--- config.mk ---
export PLATFORM = sky130hd
export DESIGN_NAME = seq_restoring_divider
export DESIGN_NICKNAME = d
export VERILOG_FILES = /design/src/rtl/seq_restoring_divider.sv
export SDC_FILE = /design/constraint.sdc
export NUM_CORES = 1
export LEC_CHECK = 0
export CAP_MARGIN = 20
export CORE_ASPECT_RATIO = 0.5
export CORE_MARGIN = 2
export CORE_UTILIZATION = 52
export CTS_BUF_LIST = sky130_fd_sc_hd__clkbuf_16
export DETAILED_ROUTE_END_ITERATION = 8
export HOLD_SLACK_MARGIN = 0.15
export PLACE_DENSITY = 0.88
export REMOVE_ABC_BUFFERS = 1
export SLEW_MARGIN = 20
export SYNTH_ARGS = -nofsm -noshare
export SYNTH_HDL_FRONTEND = slang
export SYNTH_SLANG_ARGS = --single-unit
--- constraint.sdc ---
create_clock -name clk -period 2.3 [get_ports clk]
set_clock_uncertainty 0.2 [all_clocks]
set_input_delay 0.23 -clock clk [delete_from_list [all_inputs] [get_ports clk]]
set_output_delay 0.23 -clock clk [all_outputs]
set_load 0.03 [all_outputs]
--- src/rtl/seq_restoring_divider.sv ---
// seq_restoring_divider: sequential radix-2 restoring divider, one quotient bit per clock.
// The operand width N matches the neighbouring Wallace-tree multiplier.
// Handshake: start (sampled in IDLE) -> busy while iterating -> one-cycle done pulse.
// Optional feature: define DIV_SIGNED_EN for two's-complement operands and results.
// In that build the core still divides magnitudes, and the signs are applied when the
// results are registered.
module seq_restoring_divider #(
    parameter int N = 6
) (
    input  logic         clk,
    input  logic         rst,
    input  logic         start,
    input  logic [N-1:0] dividend,
    input  logic [N-1:0] divisor,
    output logic         busy,
    output logic         done,
    output logic [N-1:0] quotient,
    output logic [N-1:0] remainder,
    output logic         div_by_zero
);

    localparam int CW = (N > 1) ? $clog2(N) : 1;

    typedef enum logic [1:0] {
        IDLE = 2'd0,
        RUN  = 2'd1,
        DONE = 2'd2
    } state_t;

    state_t        state_r;
    logic [CW-1:0] count_r;
    logic [N-1:0]  q_r;        // dividend shifts out of the top while quotient bits enter at the bottom
    logic [N:0]    r_r;        // partial remainder, one bit wider so the shift never overflows
    logic [N-1:0]  d_r;        // captured divisor (magnitude in the signed build)
    logic [N-1:0]  dvd_r;      // captured dividend as presented, returned as remainder on divide-by-zero

    logic [N:0]    r_shift_s;
    logic [N:0]    r_sub_s;
    logic          ge_s;
    logic [N-1:0]  q_shift_s;
    logic [N-1:0]  q_res_s;
    logic [N-1:0]  r_res_s;
    logic          dz_s;

`ifdef DIV_SIGNED_EN
    logic          q_neg_r;
    logic          r_neg_r;

    // Two's-complement magnitude; -2^(N-1) maps to 2^(N-1), which fits unsigned in N bits
    function automatic logic [N-1:0] magnitude(input logic [N-1:0] v);
        logic [N-1:0] m;
        if (v[N-1]) begin
            m = ~v + {{(N-1){1'b0}}, 1'b1};
        end else begin
            m = v;
        end
        return m;
    endfunction

    // Conditional two's-complement negation used when applying result signs
    function automatic logic [N-1:0] apply_sign(input logic [N-1:0] v, input logic neg);
        logic [N-1:0] s;
        if (neg) begin
            s = ~v + {{(N-1){1'b0}}, 1'b1};
        end else begin
            s = v;
        end
        return s;
    endfunction
`else
    // Unsigned build: operands enter the core unchanged
    function automatic logic [N-1:0] magnitude(input logic [N-1:0] v);
        return v;
    endfunction
`endif

    // One restoring step: shift the next dividend bit into R, then trial-subtract D
    always_comb begin
        r_shift_s = {r_r[N-1:0], q_r[N-1]};
        r_sub_s   = r_shift_s - {1'b0, d_r};
        ge_s      = (r_shift_s >= {1'b0, d_r});
        q_shift_s = {q_r[N-2:0], ge_s};
    end

    // Final result selection, including divide-by-zero and (optionally) sign fix-up
    always_comb begin
        dz_s = (d_r == {N{1'b0}});
        if (dz_s) begin
            q_res_s = {N{1'b1}};
            r_res_s = dvd_r;
        end else begin
`ifdef DIV_SIGNED_EN
            q_res_s = apply_sign(q_r, q_neg_r);
            r_res_s = apply_sign(r_r[N-1:0], r_neg_r);
`else
            q_res_s = q_r;
            r_res_s = r_r[N-1:0];
`endif
        end
    end

    // Control FSM, iteration datapath and registered handshake/result outputs
    always_ff @(posedge clk or posedge rst) begin
        if (rst) begin
            state_r     <= IDLE;
            count_r     <= {CW{1'b0}};
            q_r         <= {N{1'b0}};
            r_r         <= {(N+1){1'b0}};
            d_r         <= {N{1'b0}};
            dvd_r       <= {N{1'b0}};
            busy        <= 1'b0;
            done        <= 1'b0;
            quotient    <= {N{1'b0}};
            remainder   <= {N{1'b0}};
            div_by_zero <= 1'b0;
`ifdef DIV_SIGNED_EN
            q_neg_r     <= 1'b0;
            r_neg_r     <= 1'b0;
`endif
        end else begin
            case (state_r)
                IDLE: begin
                    done <= 1'b0;
                    if (start) begin
                        dvd_r       <= dividend;
                        d_r         <= magnitude(divisor);
                        q_r         <= magnitude(dividend);
                        r_r         <= {(N+1){1'b0}};
                        count_r     <= {CW{1'b0}};
                        div_by_zero <= 1'b0;
`ifdef DIV_SIGNED_EN
                        q_neg_r     <= dividend[N-1] ^ divisor[N-1];
                        r_neg_r     <= dividend[N-1];
`endif
                        if (divisor != {N{1'b0}}) begin
                            state_r <= RUN;
                            busy    <= 1'b1;
                        end else begin
                            state_r <= DONE;
                            busy    <= 1'b0;
                        end
                    end else begin
                        state_r <= IDLE;
                        busy    <= 1'b0;
                    end
                end
                RUN: begin
                    done    <= 1'b0;
                    q_r     <= q_shift_s;
                    r_r     <= ge_s ? r_sub_s : r_shift_s;
                    count_r <= count_r + {{(CW-1){1'b0}}, 1'b1};
                    if (count_r == CW'(N - 1)) begin
                        state_r <= DONE;
                        busy    <= 1'b0;
                    end else begin
                        state_r <= RUN;
                        busy    <= 1'b1;
                    end
                end
                DONE: begin
                    done        <= 1'b1;
                    busy        <= 1'b0;
                    quotient    <= q_res_s;
                    remainder   <= r_res_s;
                    div_by_zero <= dz_s;
                    state_r     <= IDLE;
                end
                default: begin
                    state_r <= IDLE;
                    busy    <= 1'b0;
                    done    <= 1'b0;
                end
            endcase
        end
    end

endmodule
-- Yosys cells after proc, flatten, opt, wreduce, memory -nomap -nowiden
Cells that the tools add are included.
- equality and inequality tests: 4
- divide/modulo/power cells: 0
- bitwise gates (word level): 0
- mux-type cells: 20
- add/subtract/negate cells: 2
- reduce and logical (&&, ||, !) cells: 8
- $lt $le $gt $ge: 1
- shift-type cells: 0
- multiply operators: 0
- operator list (kind ; number):
    $mux W6 ; 5
    $pmux W6 S2 ; 2
    $ge A7 B6 Y1 ; 1
    $logic_not A6 Y1 ; 1
    $mux W2 ; 3
    $pmux W3 S2 ; 1
    $reduce_and A2 Y1 ; 3
    $reduce_bool A6 Y1 ; 1
    $sub A6 B6 Y6 ; 1
    $mux W1 ; 5
    $pmux W1 S2 ; 2
    $pmux W2 S2 ; 1
    $reduce_bool A2 Y1 ; 2
    $add A3 B1 Y3 const B ; 1
    $eq A3 B3 Y1 const B ; 1
    $mux W3 ; 1
    $eq A2 B1 Y1 const B ; 1
    $eq A2 B2 Y1 const B ; 1
    $logic_not A2 Y1 ; 1
    $ne A2 B2 Y1 const B ; 1
- register bits: 44
- RAM bits: 0
- word-level logic and storage cells: 46
- latch bits: 0
- bits in read-only memories: 0
- memories: 0
- output and inout port bits: 15
- bits of input ports: 15

-- Logic depth before layout (Yosys ltp)
Gate-level depths: netlist (run 1).
- depth in word-level cells: 4
- gate-level depth with buffers: 8
- gate-level depth less buffers: 8

-- Worst setup path before layout (run 1)
No wires, ideal clock.
- path kind: register to register
- start: reg r_r[2]
- end: reg q_r[0]
- clock period less this slack: 2.109 ns
- setup time: 0.126 ns
- data required time: 1.974 ns
- slack: 0.191 ns
- path buffers: 1
- data arrival time: 1.783 ns
- cell stages (with the launch flop): 8
- cells stage by stage: dfrtp_1 > ha_1 > a21o_1 > a21oi_2 > o211ai_2 > and2_4 > buf_6 > a221o_1
- word-level cells in the longest chain between the ends: 2
- ends and longest elaborated chain (element ; line ; text):
    from (decl) ; 33 ; logic [N:0] r_r;
    from (signal assigned) ; 108 ; r_r <= {(N+1){1'b0}};
    from (signal assigned) ; 128 ; r_r <= {(N+1){1'b0}};
    from (signal assigned) ; 150 ; r_r <= ge_s ? r_sub_s : r_shift_s;
    $ge A7 B6 Y1 ; 81 ; ge_s = (r_shift_s >= {1'b0, d_r});
    $pmux W6 S2 ; 121 ; case (state_r)
    to (signal assigned) ; 107 ; q_r <= {N{1'b0}};
    to (signal assigned) ; 127 ; q_r <= magnitude(dividend);
    to (signal assigned) ; 149 ; q_r <= q_shift_s;
    to (decl) ; 32 ; logic [N-1:0] q_r;
No other way between the ends.
A chain may end at the register's enable or synchronous reset.

-- Worst setup path in the final report (run 1)
Ends and elaborated chain as after synthesis.

==> results of run 1 <==
power by group through the flow:
stage	combinational, mW	clock [mW]	sequential, mW
floorplan	1.19	0	1.52
global placement	1.90	0	1.35
detailed placement	1.97	0	1.37
CTS	2.00	0.688	1.37
global route	2.23	0.722	1.43
finish	2.00	0.678	1.37
per-layer routing:
layer  part of all wire [%]  GRT usage (%)  vias to the layer above
li1                       -              -                      811
met1                     42           29.6                      779
met2                     46           35.7                       86
met3                    9.2           5.41                       12
met4                    2.0           10.9                        0
met5                      0              0                        -
critical path, stage by stage, from the launching register on:
cell and delay [ps]:
dfrtp_1 420, ha_1 370, a21o_1 220, a21oi_2 160
o211ai_2 150, and2_4 200, a221o_1 320
Yosys cell counts, drive strengths merged:
library cell / n
nand2: 44
clkbuf: 5
a22oi: 5
o211ai: 5
ha: 8
a21oi: 4
mux2: 6
nand2b: 3
xor2: 2
o22ai: 1
nor4: 2
fa: 1
a31oi: 1
o21bai: 1
a221o: 1
o21ai: 31
and2: 3
buf: 5
dfrtp: 43
a32o: 1
inv: 11
a22o: 1
nor3: 1
mux2i: 7
a21o: 2
nor2: 7
nor2b: 3
o311ai: 1
nand3: 3
or3: 1
nand4: 4
xnor2: 1
state kept, by name, summed over array words and instances (netlist names):
| register | count |
|---|---|
| dvd_r | 6 |
| quotient | 6 |
| q_r | 6 |
| count_r | 3 |
| r_r | 6 |
| d_r | 6 |
| busy | 1 |
| done | 1 |
| div_by_zero | 1 |
| state_r | 1 |
| remainder | 6 |
layout by cell type, fill, tap and decap left out, drive strengths merged, types with 2 or more instances in the layout:
master,instances
nand2,44
dfrtp,43
o21ai,31
clkdlybuf4s50,29
inv,12
ha,8
nor2,7
mux2i,7
buf,7
mux2,6
a22oi,5
clkbuf,5
o211ai,5
nand4,4
a21oi,4
nand2b,3
nor2b,3
nand3,3
and2,3
nor4,2
a21o,2
xor2,2
cell families after synthesis:
| group | Yosys count | synth area share (%) |
|---|---|---|
| adder cells (fa/ha/maj) | 9 | 5.73 |
| flip-flops | 43 | 51.3 |
| XOR/XNOR | 3 | 1.25 |
| buffers and inverters | 21 | 4.36 |
| AO/OA/AOI/OAI | 54 | 15.8 |
| AND/OR/NAND/NOR | 71 | 15.0 |
| multiplexers | 13 | 6.56 |
final cells by class:
cell class | instances | area [sq um]
multi-input cells | 150 | 930
clock inverters | 3 | 16.3
well taps | 54 | 67.6
flip-flops and latches | 43 | 1080
repair buffers | 36 | 343
clock buffers | 5 | 125
inverters | 11 | 41.3
fillers | 305 | 1280
worst paths after layout:
kind | from | endpoint | slack (ps) | depth (start not counted)
max reg2reg | r_r[2]$_DFFE_PP0P_ | q_r[0]$_DFFE_PP0P_ | 160 | 6
min reg2reg | quotient[4]$_DFFE_PP0P_ | quotient[4]$_DFFE_PP0P_ | 270 | 2
max | r_r[2]$_DFFE_PP0P_ | q_r[0]$_DFFE_PP0P_ | 160 | 6
min | rst | q_r[3]$_DFFE_PP0P_ | 190 | 3
min in group clk | quotient[4]$_DFFE_PP0P_ | quotient[4]$_DFFE_PP0P_ | 270 | 2
max in group asynchronous | rst | d_r[3]$_DFFE_PP0P_ | 1350 | 3
==> metrics.yaml, run 1 <==
cts:
  cts.clk_slew.worst_paths_ps: 60
  cts-resized-gates: 0
  cts_made_buffers: 5
  clock_sinks: 43
  cts_hold_buf: 0
  cts_tree: "yes"
  cts_root_buf: "clkbuf_16"
  htree_levels: 2
  insertion_delay_ps: 280
  post_cts_buffers: 0
  cts_buffer_depth: 2
timing:
  setup_slack_ps: 156
  setup_viol: 0
  timing.final.max_slew_violations: 0
  max_freq_ghz: 0.466
  worst_slew_pin_slew_ps: 791
  rsz0062_at_grt: "false"
  fin_crit_ps: 2140
  tns_ps: 0
  final_hold_viol_count: 0
  whs_ps: 188
  maxSlewHeadroom_pct: 47.2
  fin_crit_sh_pct: 93.2
die:
  die_x_um: 93.8
  core_region_area_sq_um: 3880
  fp.dieH_um: 48.9
  start_util_pct: 54.0
  die_area_sq_um: 4590
  io_pins: 30
  rows: 16
critical_path:
  cp_max_fo: 6
  worstPathRequired_ps: 2270
  endpoint_kind: "flop"
  crit_type: "flop to flop"
  cp_data_arrival_time_ps: 2110
  start_kind: "flop"
status:
  status: "completed"
cells_and_area:
  diodes: 0
  nNetsFinal: 271
  stdcell_area_sq_um: 2600
  drive_above_1_share_pct: 9.27
  synthToLayoutAreaGrowth_pct: 23.9
  fin_util_pct: 66.9
  fin_cells: 302
synthesis:
  synth_cell_types: 36
  synth_seq_area_share_pct: 51.3
  synthTopCellsByArea: "dfrtp_1, nand2_1, o21ai_0"
  ys_warn_count: 0
  synthCells: 214
  synth.cell_area_sq_um: 2100
  synth_top_area_share_pct: 51.3
  synth_area_leader_cell: "dfrtp_1"
  avgSynthCellArea_sq_um: 9.80
  synth-seq-cells: 43
pwr:
  p_per_area_nw_per_um2: 1560
  p_leak_nw: 1.20
  seq_power_share_pct: 33.9
  switching_share_pct: 41.2
  p_switching_mw: 1.67
  ir_worst_vdd_uv: 484
  power_frac_clock_pct: 16.7
  p_total_mw: 4.05
  p_int_mw: 2.38
  power_frac_comb_pct: 49.3
global_route:
  grt_max_degree: 44
  grt_usage_pct: 22.6
  grt-ovfl-total: 0
  grt_pass1_vias: 1692
  grt_first_pass_wirelength_mm: 7.91
  antenna_found_initial: 0
place:
  io_buffer_count: 29
  place_ws_ps: 164
  routabilityCongestion: 0.958
  postPlaceCellArea_sq_um: 2460
  dp_cells: 294
  hpwl_mm: 3.22
detailed_routing:
  dr_total_vias: 1688
  via_per_inst: 5.59
  wl_per_cell_um: 15.0
  first_iter_violations: 126
  drtAntennaViolNets: 0
  drt_wl_total_mm: 4.53
  dr.pass1.iters: 6
  remaining_drc_errors: 0
flow_run:
  drv_cap: 0
min_path:
  hp-class: "input pin to async pin"
(Power assumes the default switching activity.)
==> run 2, diff against run 1 <==
- ABC_AREA: default -> 1
- CORE_ASPECT_RATIO: 0.5 -> 0.75
- PLACE_DENSITY: 0.88 -> 0.87
==> run 2 against run 1 <==
Compared with the run above: fmax is 11% higher; via count is 5.2% higher; synthesized cell count is 15% higher; die area increased by 2.2%; sequential power about the same; sequential cell count stayed put; global-route usage is 0.32 points higher; critical endpoint is now r_r[1]$_DFFE_PP0P_; largest cell class unchanged.
==> metrics.yaml, run 2 <==
status:
  status: "completed"
pwr:
  ir_worst_vdd_uv: 905  # +87%
  p_per_area_nw_per_um2: 1650  # +6.1%
  p_leak_nw: 1.29  # +7.5%
  p_total_mw: 4.42  # +9.2%
synthesis:
  synth_xor_area_share_pct: 1.62  # +0.37 points
  yosys.area_share.simple_pct: 22.2  # +7.3 points
  synth_adder_area_share_pct: 5.56  # -0.17 points
  synth.area.mux_share_pct: 0  # -6.6 points
  synthArstFlopShare_pct: 100  # unchanged
  synth-compound-area-share_pct: 13.3  # -2.5 points
  synth-seq-cells: 43  # unchanged
  synthCells: 246  # +15%
  synth_most_common_cell: "nand2_1"
  synth.cell_area_sq_um: 2160  # +3.0%
  synth_top_area_share_pct: 49.8  # -1.5 points
  synth_seq_area_share_pct: 49.8  # -1.5 points
  avgSynthCellArea_sq_um: 8.78  # -10%
  synthTopCellsByArea: "dfrtp_1, nand2_1, inv_1"
  synth_edf_count: 0  # unchanged
  synth_commonest_cells: "nand2_1, dfrtp_1, inv_1"
  synth_top_family_by_area: "simple AND/OR/NAND/NOR gates"
  ys_warn_count: 0  # unchanged
  synth_cell_types: 30  # -17%
  synthFlopType: "dfrtp_1"
  synth_area_leader_cell: "dfrtp_1"
critical_path:
  cp_num_buf_inv: 0  # unchanged
  worstPathRequired_ps: 2320  # +50 ps
  cp_data_arrival_time_ps: 1950  # -160 ps
  critPathTopFamily: "simple AND/OR/NAND/NOR gates"
  crit_type: "flop to flop"
  cp_max_fo: 8  # +2
  start_kind: "flop"
  slowest_delay_ps: 430  # about the same
  cpMaxStageDelayCell: "dfrtp_1"
  crit_top_cell: "nand3_2"
  path_cells: "ha_1, or2_4, nand3_2, nand3_4, nor2_4, nand2_1, nand3_2"
  endpoint_kind: "flop"
die:
  die_x_um: 78.4  # -16%
  rows: 20  # +4
  die_area_sq_um: 4690  # +2.2%
  core_region_area_sq_um: 4030  # +3.7%
  io_pins: 30  # unchanged
  fp.dieH_um: 59.8  # +22%
  start_util_pct: 53.6  # -0.39 points
timing:
  worst_slew_pin_slew_ps: 539  # -252 ps
  timing.final.max_slew_violations: 0  # unchanged
  setup_viol: 0  # unchanged
  setup_slack_ps: 370  # +213 ps
  tns_ps: 0  # unchanged
  max_freq_ghz: 0.518  # +11%
  whs_ps: 171  # -17.0 ps
  final_hold_viol_count: 0  # unchanged
  fin_crit_ps: 1930  # -213 ps
  maxSlewHeadroom_pct: 64.0  # +17 points
  fin_crit_sh_pct: 83.9  # -9.3 points
  rsz0062_at_grt: "false"
cts:
  cts_root_buf: "clkbuf_16"
  cts_tree: "yes"
  cts_hold_buf: 0  # unchanged
  htree_levels: 2  # unchanged
  cts-resized-gates: 0  # unchanged
  insertion_delay_ps: 280  # about the same
  cts_made_buffers: 5  # unchanged
  cts.clk_slew.worst_paths_ps: 60  # about the same
  post_cts_buffers: 0  # unchanged
  cts_buffer_depth: 2  # unchanged
  clock_sinks: 43  # unchanged
detailed_routing:
  drt_wl_total_mm: 4.57  # +0.93%
  via_per_inst: 5.30  # -5.2%
  remaining_drc_errors: 0  # unchanged
  drtAntennaViolNets: 0  # unchanged
  dr.pass1.iters: 4  # -2
  first_iter_violations: 137  # +8.7%
  wl_per_cell_um: 13.6  # -9.0%
  dr_total_vias: 1775  # +5.2%
cells_and_area:
  synthToLayoutAreaGrowth_pct: 23.9  # about the same
  nNetsFinal: 304  # +12%
  final_common_cell: "nand2_1"
  layout_common_cells: "nand2_1, dfrtp_1, inv_1, clkdlybuf4s50_1, o21ai_0"
  drive_above_1_share_pct: 9.29  # +0.012 points
  fin_cells: 335  # +11%
  fin_util_pct: 66.4  # -0.52 points
  stdcell_area_sq_um: 2680  # +2.9%
  fillers: 310  # +1.6%
  diodes: 0  # unchanged
place:
  dp_cells: 328  # +12%
  io_buffer_count: 29  # unchanged
  routabilityCongestion: 0.851  # -11%
  place_ws_ps: 406  # +242 ps
  hpwl_mm: 3.37  # +4.6%
  postPlaceCellArea_sq_um: 2520  # +2.4%
global_route:
  antenna_found_initial: 0  # unchanged
  grt_first_pass_wirelength_mm: 8.16  # +3.1%
  grt_pass1_vias: 1707  # +0.89%
  grt_usage_pct: 22.9  # +0.32 points
  grt-ovfl-total: 0  # unchanged
  grt_max_degree: 44  # unchanged
min_path:
  hp-class: "input pin to async pin"
flow_run:
  drv_cap: 0  # unchanged
==> run 2: cell types whose count changed in the layout (fill, tap and decap cells not counted), sizes merged, moves of 7 or more <==
cell   change
a21oi      +9
inv       +25
nand3     +19
o21ai     -12
nand2     +16
nor2       +9
mux2i      -7
==> run 2: path summary, 6_finish.rpt <==
kind / start / endpoint / slack [ps] / depth (start not counted)
worst max-delay path: r_r[1]$_DFFE_PP0P_ / r_r[1]$_DFFE_PP0P_ / 370 / 7
worst min register to register: remainder[3]$_DFFE_PP0P_ / remainder[3]$_DFFE_PP0P_ / 290 / 1
min in group clk: remainder[3]$_DFFE_PP0P_ / remainder[3]$_DFFE_PP0P_ / 290 / 1
worst min-delay path: rst / remainder[2]$_DFFE_PP0P_ / 170 / 3
max in group asynchronous: rst / d_r[1]$_DFFE_PP0P_ / 1360 / 3
worst max register to register: r_r[1]$_DFFE_PP0P_ / r_r[1]$_DFFE_PP0P_ / 370 / 7
==> run 2: where the power goes <==
| part | total, mW | switching [mW] | internal (mW) | leakage, nW |
|---|---|---|---|---|
| Combinational | 2.32 | 1.41 | 0.908 | 0.700 |
| Clock | 0.763 | 0.262 | 0.501 | 0.0811 |
| Sequential | 1.34 | 0.229 | 1.11 | 0.513 |
| Total | 4.42 | 1.90 | 2.52 | 1.29 |
==> run 2: area by class of cell <==
cell class / count / area, sq um / area share, %
Sequential cell: 43 / 1080 / 40.2
Inverter: 36 / 135 / 5.05
Multi-Input combinational cell: 162 / 923 / 34.5
Clock buffer: 5 / 125 / 4.68
Clock inverter: 2 / 33.8 / 1.26
Tap cell: 55 / 68.8 / 2.57
Timing Repair Buffer: 32 / 313 / 11.7
==> run 2: metal layers <==
metal	wire, um	track usage, %
met5	0	0
met4	35	5.26
met3	362	6.04
met2	2030	36.0
met1	2150	32.5
==> run 2: cells by family (layout without fill, tap and decap cells) <==
kind of cell | after synthesis | count (layout)
xor gates and xnor gates | 4 | 4
AOI/OAI and AO/OA | 47 | 47
DFF | 43 | 43
buffers and inverters | 41 | 75
and+or+nand+nor | 102 | 102
adders and majority gates | 9 | 9
==> run 2: worst min-delay path, cell delays in order <==
cell and delay, ps:
clkdlybuf4s50_1 390, inv_1 50, buf_4 430
